File: src/rtl/cla_mp_sequencer.sv
// rtl/cla_mp_sequencer.sv - multi-precision adder sequenced through one CLA_nbit instance
// CLA_MPS_SKIP_EN: skip the carry pass for words entered with no incoming carry.

module cla_mp_sequencer #(
    parameter int N     = 8,
    parameter int WORDS = 4
) (
    input  logic               clk,
    input  logic               rst,
    input  logic               start,
    input  logic [N*WORDS-1:0] a_in,
    input  logic [N*WORDS-1:0] b_in,
    output logic               busy,
    output logic               done,
    output logic [N*WORDS:0]   sum_out
);

    localparam int IW = (WORDS > 1) ? $clog2(WORDS) : 1;
    localparam logic [IW-1:0] LAST_IDX = IW'(WORDS - 1);

    typedef enum logic [1:0] {S_IDLE, S_ADD, S_CARRY, S_DONE} state_t;

    state_t             state, next_state;
    logic [IW-1:0]      idx;
    logic               ci;
    logic [N:0]         p;
    logic [N*WORDS-1:0] a_r, b_r;
    logic [N*WORDS:0]   result;

    logic [N-1:0]       cla_a, cla_b;
    logic [N:0]         cla_sum;
    logic               accept, need_carry, last_word, word_write, new_ci;

`ifdef CLA_MPS_SKIP_EN
    assign need_carry = ci;
`else
    assign need_carry = 1'b1;
`endif

    assign last_word = (idx == LAST_IDX);
    assign sum_out   = result;

    CLA_nbit #(.N(N)) u_cla (
        .a   (cla_a),
        .b   (cla_b),
        .Sum (cla_sum)
    );

    always_comb begin
        next_state = state;
        busy       = 1'b0;
        done       = 1'b0;
        accept     = 1'b0;
        word_write = 1'b0;
        cla_a      = a_r[idx*N +: N];
        cla_b      = b_r[idx*N +: N];
        new_ci     = cla_sum[N];
        case (state)
            S_IDLE: begin
                if (start) begin
                    accept     = 1'b1;
                    next_state = S_ADD;
                end
            end
            S_ADD: begin
                busy = 1'b1;
                if (need_carry) begin
                    next_state = S_CARRY;
                end else begin
                    word_write = 1'b1;
                    next_state = last_word ? S_DONE : S_ADD;
                end
            end
            S_CARRY: begin
                busy       = 1'b1;
                cla_a      = p[N-1:0];
                cla_b      = N'(ci);
                word_write = 1'b1;
                // p[N] and the carry-pass carry are mutually exclusive, so OR is exact
                new_ci     = p[N] | cla_sum[N];
                next_state = last_word ? S_DONE : S_ADD;
            end
            S_DONE: begin
                done = 1'b1;
                if (start) begin
                    accept     = 1'b1;
                    next_state = S_ADD;
                end else begin
                    next_state = S_IDLE;
                end
            end
            default: next_state = S_IDLE;
        endcase
    end

    always_ff @(posedge clk) begin
        if (rst) begin
            state  <= S_IDLE;
            idx    <= '0;
            ci     <= 1'b0;
            p      <= '0;
            a_r    <= '0;
            b_r    <= '0;
            result <= '0;
        end else begin
            state <= next_state;
            if (accept) begin
                a_r    <= a_in;
                b_r    <= b_in;
                ci     <= 1'b0;
                idx    <= '0;
                result <= '0;
            end else begin
                if (state == S_ADD) begin
                    p <= cla_sum;
                end
                if (word_write) begin
                    result[idx*N +: N] <= cla_sum[N-1:0];
                    ci                 <= new_ci;
                    if (last_word) begin
                        result[N*WORDS] <= new_ci;
                    end else begin
                        idx <= idx + 1'b1;
                    end
                end
            end
        end
    end

endmodule

// Carry-lookahead adder without carry-in; every carry is a flat generate/propagate term.
module CLA_nbit #(
    parameter int N = 8
) (
    input  logic [N-1:0] a,
    input  logic [N-1:0] b,
    output logic [N:0]   Sum
);

    logic [N-1:0] g, pr;
    logic [N:0]   c;
    logic         t;

    always_comb begin
        g = a & b;
        pr = a ^ b;
        c = '0;
        t = 1'b0;
        for (int i = 1; i <= N; i++) begin
            for (int j = 0; j < i; j++) begin
                t = g[j];
                for (int k = j + 1; k < i; k++) begin
                    t = t & pr[k];
                end
                c[i] = c[i] | t;
            end
        end
        Sum = {c[N], pr ^ c[N-1:0]};
    end

endmodule
File: config.mk
export PLATFORM = sky130hd
export DESIGN_NAME = cla_mp_sequencer
export DESIGN_NICKNAME = d
export VERILOG_FILES = /design/src/rtl/cla_mp_sequencer.sv
export SDC_FILE = /design/constraint.sdc
export NUM_CORES = 1
export LEC_CHECK = 0
export CORE_MARGIN = 3
export CORE_UTILIZATION = 57
export CTS_CLUSTER_DIAMETER = 60
export CTS_CLUSTER_SIZE = 20
export DETAILED_ROUTE_END_ITERATION = 10
export DONT_BUFFER_PORTS = 1
export GPL_TIMING_DRIVEN = 0
export HOLD_SLACK_MARGIN = 0.08
export PLACE_DENSITY = 0.82
export SYNTH_ARGS = -nofsm -noshare
export SYNTH_HDL_FRONTEND = slang
export SYNTH_HIERARCHICAL = 1
export SYNTH_SLANG_ARGS = --single-unit
File: constraint.sdc
create_clock -name clk -period 3 [get_ports clk]
set_clock_uncertainty 0.15 [all_clocks]
set_input_delay 0.45 -clock clk [delete_from_list [all_inputs] [get_ports clk]]
set_output_delay 0.45 -clock clk [all_outputs]
set_load 0.01 [all_outputs]
* After elaboration in Yosys (flattened, before gate mapping)
Index checks and enable logic that the tools add are counted.
Storage, ports and cells: bits in writable memories 0, register bits 111, output and inout port bits 35, bits in read-only memories 0, latch bits 0, memories 0
Operators by class: muxes and demuxes 14, divide/modulo/power cells 0, eq/ne operators 5, order comparisons 0, add/sub/neg operators 2, bitwise operators 62, multipliers 0, shift-type cells 4, reductions and logical operators 6
Operator list (count):
- 32-bit by 6-bit variable part select with 8-bit output | 2
- 5-bit negator with 34-bit output | 1
- 8-bit by 34-bit variable shift with 33-bit output (first input constant) | 1
- 8-bit by 34-bit variable part select with 33-bit output | 1
- 33-bit bitwise mux | 1
- 1-bit bitwise OR | 29
- 1-bit bitwise AND | 28
- 8-bit two-way mux | 2
- 8-bit bitwise XOR | 2
- 8-bit bitwise AND | 1
- 1-bit two-way mux | 8
- 2-bit one-hot mux with 4 select lines | 1
- 2-bit equality test (second input constant) | 3
- 2-bit OR reduction | 3
- 2-bit two-way mux | 2
- 2-bit AND reduction | 2
- 2-bit by 1-bit adder with 2-bit output (second input constant) | 1
- 2-bit by 1-bit equality test with 1-bit output (second input constant) | 1
- 2-bit logical NOT | 1
- 2-bit inequality test (second input constant) | 1
- 1-bit NOT | 2

* Longest topological paths before layout
Gate-level depths: netlist of run 1.
word-level depth 20, mapped depth 14, depth with buffers taken out 12

* Modules after synthesis
The synthesis of run 1 kept the hierarchy.
By module, submodules not included:
- cla_mp_sequencer | cells each 569, instances 1, area an instance 4772.1 um2, seq. area each 2222.1 um2
- CLA_nbit | cells each 42, instances 1, area an instance 351.6 um2, seq. area each 0.0 um2

* Worst setup path after synthesis of run 1
OpenSTA, ideal clock, no wires.
kind flip-flop to flip-flop, start reg state[0], end reg result[30] (netlist: sum_out[30]), arrival time 3084 ps, cell stages (with the launch flop) 13, buffers on the path 2, setup slack -304 ps, path through dfxtp_1 -> inv_1 -> ha_1 -> buf_2 -> clkbuf_1 -> a221oi_1 -> ha_1 -> ha_1 -> o211ai_1 -> nand2_1 -> o311ai_1 -> nand4b_1 -> a21oi_1
Between the ends: elaborated cells on any way between the ends 56, classes of those cells eq/ne: 2; shift: 1; mux: 5; bitwise: 45; reduce/logical: 3
RTL lines:
- start, declared | line 23 | state_t state, next_state;
- start signal, assigned | line 106 | state <= next_state;
- 2-bit equality test * | line 58 | case (state)
- 8-bit two-way mux * | line 58
- net cla_a[1] | line 30 | logic [N-1:0] cla_a, cla_b;
- 8-bit bitwise XOR | line 147 | pr = a ^ b;
- 1-bit bitwise AND (5 in a row) | line 154 | t = t & pr[k];
- 1-bit bitwise OR * (5 in a row) | line 156 | c[i] = c[i] | t;
- 8-bit bitwise XOR * | line 159 | Sum = {c[N], pr ^ c[N-1:0]};
- net cla_sum[6] | line 31 | logic [N:0] cla_sum;
- 8-bit by 34-bit variable part select with 33-bit output * | line 118 | result[idx*N +: N] <= cla_sum[N-1:0];
- 33-bit bitwise mux * | line 118
- end signal, assigned by index | line 118
- end signal, assigned by index | line 121 | result[N*WORDS] <= new_ci;
- end, declared | line 28 | logic [N*WORDS:0] result;
Mark *: on every way through the listed nets, which the timed path passes. The rest lies on a longest branch. A chain may end at the register's enable or synchronous reset.

* Worst setup path in the final report of run 1
start reg state[1], end reg result[31] (netlist: sum_out[31])
Between the ends: elaborated cells on any way between the ends 56, classes of those cells eq/ne: 2; shift: 1; mux: 5; bitwise: 45; reduce/logical: 3
RTL lines (line):
- 2-bit equality test * | 58
- 8-bit two-way mux * | 58
- net cla_a[5] | 30
- 8-bit bitwise XOR | 147
- 1-bit bitwise AND (2 in a row) | 154
- 1-bit bitwise OR (4 in a row) | 156
- 1-bit bitwise OR * (2 in a row) | 156
- 8-bit bitwise XOR * | 159
- net cla_sum[7] | 31
- 8-bit by 34-bit variable part select with 33-bit output * | 118
- 33-bit bitwise mux * | 118
Marks and branches as above.

==> results of run 1 <==
==> sequential cells by signal, indices dropped and copies added (netlist names) <==
| signal | flops |
|---|---|
| state | 2 |
| ci | 1 |
| p | 9 |
| sum_out | 33 |
| b_r | 32 |
| a_r | 32 |
| idx | 2 |
==> final cells by class <==
| type | count | area share |
|---|---|---|
| well taps | 105 | 0.0198 |
| clock inverters | 4 | 0.00790 |
| flip-flops and latches | 111 | 0.336 |
| multi-input cells | 438 | 0.441 |
| plain buffers | 46 | 0.0393 |
| repair buffers | 86 | 0.125 |
| inverters | 14 | 0.00828 |
| clock buffers | 11 | 0.0228 |
==> stage by stage <==
stage               worst slack (ps)  area [um2]
finish                          -274        6650
global route                    -369        6650
CTS                            -71.6        6320
detailed placement              -630        5290
global placement                -484        5290
floorplan                       6.90        5160
==> power groups by stage <==
stage / Sequential, uW / Combinational, uW / Clock (uW)
finish: 1890 / 2890 / 950
global route: 1910 / 3020 / 1000
CTS: 1870 / 2260 / 930
detailed placement: 1890 / 1960 / 0
global placement: 1870 / 1880 / 0
floorplan: 1840 / 1490 / 0
==> cell usage after synthesis, types with 9 or more instances <==
library cell	count
ha_1	19
mux2i_1	10
a211oi_1	12
a21oi_1	104
inv_1	14
a221oi_1	9
nor2b_1	11
nand3_1	19
dfxtp_1	111
o21ai_0	10
nand4_1	9
clkbuf_1	13
buf_2	24
nand2_1	157
nor2_1	14
==> worst max-delay path: stages, from the launching register on <==
cell	delay [ps]
dfxtp_4	400
ha_4	180
nand2b_4	150
buf_2	170
a211oi_2	60
a221oi_1	450
ha_1	360
buf_6	150
nand3_1	140
a21boi_1	180
a211oi_4	340
buf_6	180
nand4b_1	130
a21oi_2	160
==> routing by layer <==
metal,track usage,vias up,share of wire
met5,0,-,0
met4,0.141,0,0.058
met3,0.0512,104,0.10
met2,0.503,409,0.49
met1,0.339,2454,0.35
li1,-,2296,-
==> cells by family after synthesis <==
family	count (synthesis)
AOI/OAI and AO/OA	152
xor gates and xnor gates	5
adders and majority gates	20
buffers and inverters	62
DFF	111
muxes	17
and+or+nand+nor	244
==> layout by cell type (no fill, tap or decap), types with 4 or more instances in the layout <==
cell,n
a211oi_1,5
a211oi_2,5
a21oi_1,97
a21oi_2,6
a221oi_2,6
a32oi_1,8
and2b_1,7
buf_2,22
buf_4,25
buf_6,8
clkbuf_1,12
clkbuf_2,4
clkbuf_8,11
dfxtp_1,107
dlygate4sd3_1,55
ha_1,12
ha_4,6
inv_1,13
mux2i_1,8
mux4_1,4
nand2_1,156
nand2b_1,5
nand3_1,17
nand4_1,9
nand4b_1,8
nor2_1,12
nor2b_1,8
o21ai_0,9
==> worst max path at each step <==
| stage | from | endpoint | cells after the start |
|---|---|---|---|
| after floorplan | state[0] | sum_out[32] | 14 |
| after global placement | state[0] | sum_out[31] | 14 |
| after detailed placement | state[0] | sum_out[31] | 12 |
| after CTS | state[0] | sum_out[30] | 15 |
| after global routing | state[1] | sum_out[31] | 13 |
| final | state[1] | sum_out[31] | 13 |
==> timing repair <==
item,CTS,global route
buffers inserted,17,12
pin swaps,22,28
endpoints found under the hold margin,55,0
endpoints found under the setup margin,37,33
hold buffers,55,0
gates resized for setup,37,51
cloned,1,1
==> impl_metrics.ini, run 1 <==
[global_routing]
grt_usage = 0.288
antenna_found_initial = 0
gr-total-overflow = 0
grt_pass1_wl_um = 23200
grt_pass1_vias = 4901
grt_max_degree = 18

[die]
core-area_um2 = 8460
die_area_um2 = 10200
start_util = 0.605
die_w_um = 101
io_pins = 102
die_h_um = 101
row_count = 33

[timing]
holdWs_ps = 76.7
finalSetupViolations = 20
hold_violations = 0
post-route-period-util = 1.09
fin_ws_ps = -274
max_slew_margin = 0.570
slew_viol_final = 0
tns_ps = -2720
rsz0062_at_grt = true
fmax_ghz = 0.305
tightestPinTransition_ps = 645
period_needed_ps = 3270

[power_and_ir_drop]
netSwitchingFraction = 0.423
ir_drop_mv = 0.459
clkPwrFrac = 0.166
power.leakage_uw = 0.00242
p_per_area_nw_per_um2 = 861
combPwrFrac = 0.504
p_int_uw = 3300
power_frac_seq = 0.330
netSwitchingPower_uw = 2420
total_power_uw = 5720

[detailed_routing]
via_per_inst = 6.46
drt_first_pass_iters = 6
drtAntennaViolNets = 0
via_count = 5263
avgRoutedWirePerCell_um = 21.6
drt_iter0_drc = 621
route.detailed.drc = 0
drt_wl_total_um = 17600

[worst_setup_path]
crit_required_ps = 3180
worstPathMaxFanout = 7
r2r_start = state[1]
reg2regPathDepth = 13
r2r_slack_ps = -270
rr_endpoint = sum_out[31]
worst-setup-path-type = reg2reg
worstPathArrival_ps = 3450
cp-start-kind = flop
cp-end-kind = flop

[final_layout]
postLayoutCoreUtil = 0.786
layout-drive-gt1-share = 0.189
nets = 793
final_cells = 815
syn_to_final_growth_pct = 29.8
num-fill-cells = 515
multi_input_area_um2 = 2930
insertedDiodeCount = 0
final-seq-area_um2 = 2230

[logic_synthesis]
synthArstFlopShare = 0
synth_top_family_by_area = simple AND/OR/NAND/NOR gates
synthSimpleGateAreaFrac = 0.221
synth_fp_nets = 698
muxShareOfSynthArea = 0.0554
synth_seq_area_share = 0.434
yosys_warnings = 6
ys_ff_latch = 111
synth_fa_ha_area_frac = 0.0503
synthFlopType = dfxtp_1
ys_top_cells_by_area = dfxtp_1 (43%), nand2_1 (12%), a21oi_1 (10%)
synth_xor_area_frac = 0.00855
netlist_area_um2 = 5120
avgSynthCellArea_um2 = 8.39
synth_edf_count = 0
syn_inst = 611
synthDistinctLibCells = 43
synth_compound_area_frac = 0.173
yosys.area.top_type = dfxtp_1
yosysTopAreaCellShare = 0.434

[clocking]
clkLatencyLatePin_ps = 390
cts_tree = yes
clk_path_buf_depth = 2
clkSinkCount = 111
cts_root_buf = clkbuf_8
numCtsBuffers = 9
cts.clk_slew.worst_paths_ps = 110
htreeDepth = 3

[status]
violations = negative setup slack
status = finished, violations left

[placement]
io_buffers = 0
hpwl_um = 9460
gp_congestion = 0.918
place_inst = 716

[job]
maxCapViolations = 0

[worst_hold_path]
min_to = b_r[27]
hold_class = in2reg
hold_start = b_in[27]
min_path_cells = 2
(Power assumes the default switching activity.)
==> run 2: changes to the inputs <==
- ABC_CLOCK_PERIOD_IN_PS: default -> 3000
- REMOVE_ABC_BUFFERS: default -> 1
==> run 2 against run 1 <==
  * The run still ends with negative setup slack left
  * Sequential power hardly changed
  * Routed wire length shrank 24%
  * Critical path depth rose by 1
  * Global-route usage down 3.1 points
  * Critical endpoint is now sum_out[15]
  * Largest power group unchanged
==> impl_metrics.ini, run 2 (synthesis results as in run 1) <==
[status]
status = finished, violations left
violations = negative setup slack

[worst_hold_path]
min_path_cells = 2
min_to = a_r[4]
hold_start = a_in[4]
hold_class = in2reg

[detailed_routing]
drt_wl_total_um = 13400
route.detailed.drc = 0
via_per_inst = 6.03
drtAntennaViolNets = 0
drt_first_pass_iters = 5
drt_iter0_drc = 260
via_count = 4625
avgRoutedWirePerCell_um = 17.5

[power_and_ir_drop]
p_per_area_nw_per_um2 = 819
ir_drop_mv = 0.401
power.leakage_uw = 0.00223

[placement]
hpwl_um = 7590
dp_slack_ps = -1850
io_buffers = 0
gp_congestion = 0.920
placed_cell_area_um2 = 5060

[timing]
holdWs_ps = 89.7
finalSetupViolations = 4
tns_ps = -83.5
hold_violations = 0
post-route-period-util = 1.02
tightestPinTransition_ps = 810
slew_viol_final = 0
period_needed_ps = 3050
rsz0062_at_grt = true
fmax_ghz = 0.328
fin_ws_ps = -47.9
max_slew_margin = 0.460

[worst_setup_path]
reg2regPathDepth = 14
r2r_start = idx[0]
rr_endpoint = sum_out[15]
crit_required_ps = 3150
r2r_slack_ps = -50
worstPathMaxFanout = 20
cp-start-kind = flop
cp-end-kind = flop
worst-setup-path-type = reg2reg
worstPathArrival_ps = 3190

[clocking]
cts.clk_slew.worst_paths_ps = 100
clk_path_buf_depth = 2
cts_tree = yes
clkSinkCount = 111
numCtsBuffers = 9
cts_root_buf = clkbuf_8
htreeDepth = 3
clkLatencyLatePin_ps = 370

[final_layout]
layout-drive-gt1-share = 0.128
mostFrequentLayoutCells = nand2_1 (156), dfxtp_1 (107), a21oi_1 (102)
num-fill-cells = 559
nets = 745
largest_reg_flops = 33
syn_to_final_growth_pct = 23.1
postLayoutCoreUtil = 0.745
final_common_cell = nand2_1
fin_area_um2 = 6310
insertedDiodeCount = 0

[global_routing]
grt_usage = 0.257
gr-total-overflow = 0
grt_max_degree = 76
antenna_found_initial = 0
grt_pass1_vias = 4402
grt_pass1_wl_um = 20800

[die]
io_pins = 102
row_count = 33
start_util = 0.605
core-area_um2 = 8460
die_h_um = 101
die_w_um = 101
die_area_um2 = 10200

[job]
maxCapViolations = 0
run 2: changes by cell type in the layout (fill, tap and decap cells not counted), moves of 4 or more:
cell           previous run  this run
dlygate4sd3_1            55        60
a21oi_1                  97       102
clkbuf_2                  4         0
buf_4                    25        13
ha_4                      6         2
a21oi_2                   6         2
clkbuf_1                 12         0
buf_2                    22         0
run 2: power by group:
| group | leakage (uW) | switching [uW] | total [uW] | internal, uW |
|---|---|---|---|---|
| combinational | 0.00124 | 1440 | 2460 | 1020 |
| clock | 0.0000836 | 496 | 841 | 345 |
| sequential | 0.000907 | 151 | 1870 | 1720 |
run 2: area by class of cell:
type	instances	area (um2)	share of cell area
flip-flops and latches	111	2230	0.354
clock buffers	11	151	0.0240
inverters	14	55.1	0.00873
clock inverters	4	31.3	0.00496
multi-input cells	439	2840	0.449
repair buffers	83	870	0.138
well taps	105	131	0.0208
run 2: how the worst max path moves through the flow:
| stage | to | startpoint | cells past startpoint |
|---|---|---|---|
| floorplan | sum_out[14] | idx[0] | 9 |
| global placement | sum_out[30] | idx[0] | 9 |
| detailed placement | sum_out[30] | state[0] | 12 |
| CTS | sum_out[15] | idx[0] | 11 |
| global route | sum_out[11] | state[0] | 11 |
| finish | sum_out[15] | idx[0] | 14 |
run 2: per-layer routing:
layer | vias to the layer above | part of all wire | GRT usage
li1 | 2202 | - | -
met1 | 2190 | 0.39 | 0.309
met3 | 38 | 0.085 | 0.0664
met4 | 0 | 0.030 | 0.108
met2 | 195 | 0.50 | 0.434
met5 | - | 0 | 0
run 2: worst max-delay path, cell delays in order (launching register included):
cell	delay [ps]
dfxtp_4	430
buf_4	140
buf_4	120
buf_16	170
mux2i_1	250
a221oi_1	120
ha_1	360
o211ai_1	120
buf_4	170
buf_6	110
a21o_1	180
a211oi_4	200
buf_6	160
nand4_1	120
a21oi_2	160
run 2: what timing repair did:
action,in CTS,in global routing
cloned,1,0
hold buffers,60,1
setup buffers,17,3
endpoints found under the setup margin,43,33
hold endpoints to repair,75,1
gates resized for setup,33,23
pin swaps,9,6
run 2: per-stage QoR:
stage | instances | power (uW)
floorplan | 563 | 3140
global placement | 668 | 3560
detailed placement | 670 | 3670
CTS | 763 | 4950
global route | 767 | 5470
finish | 767 | 5170
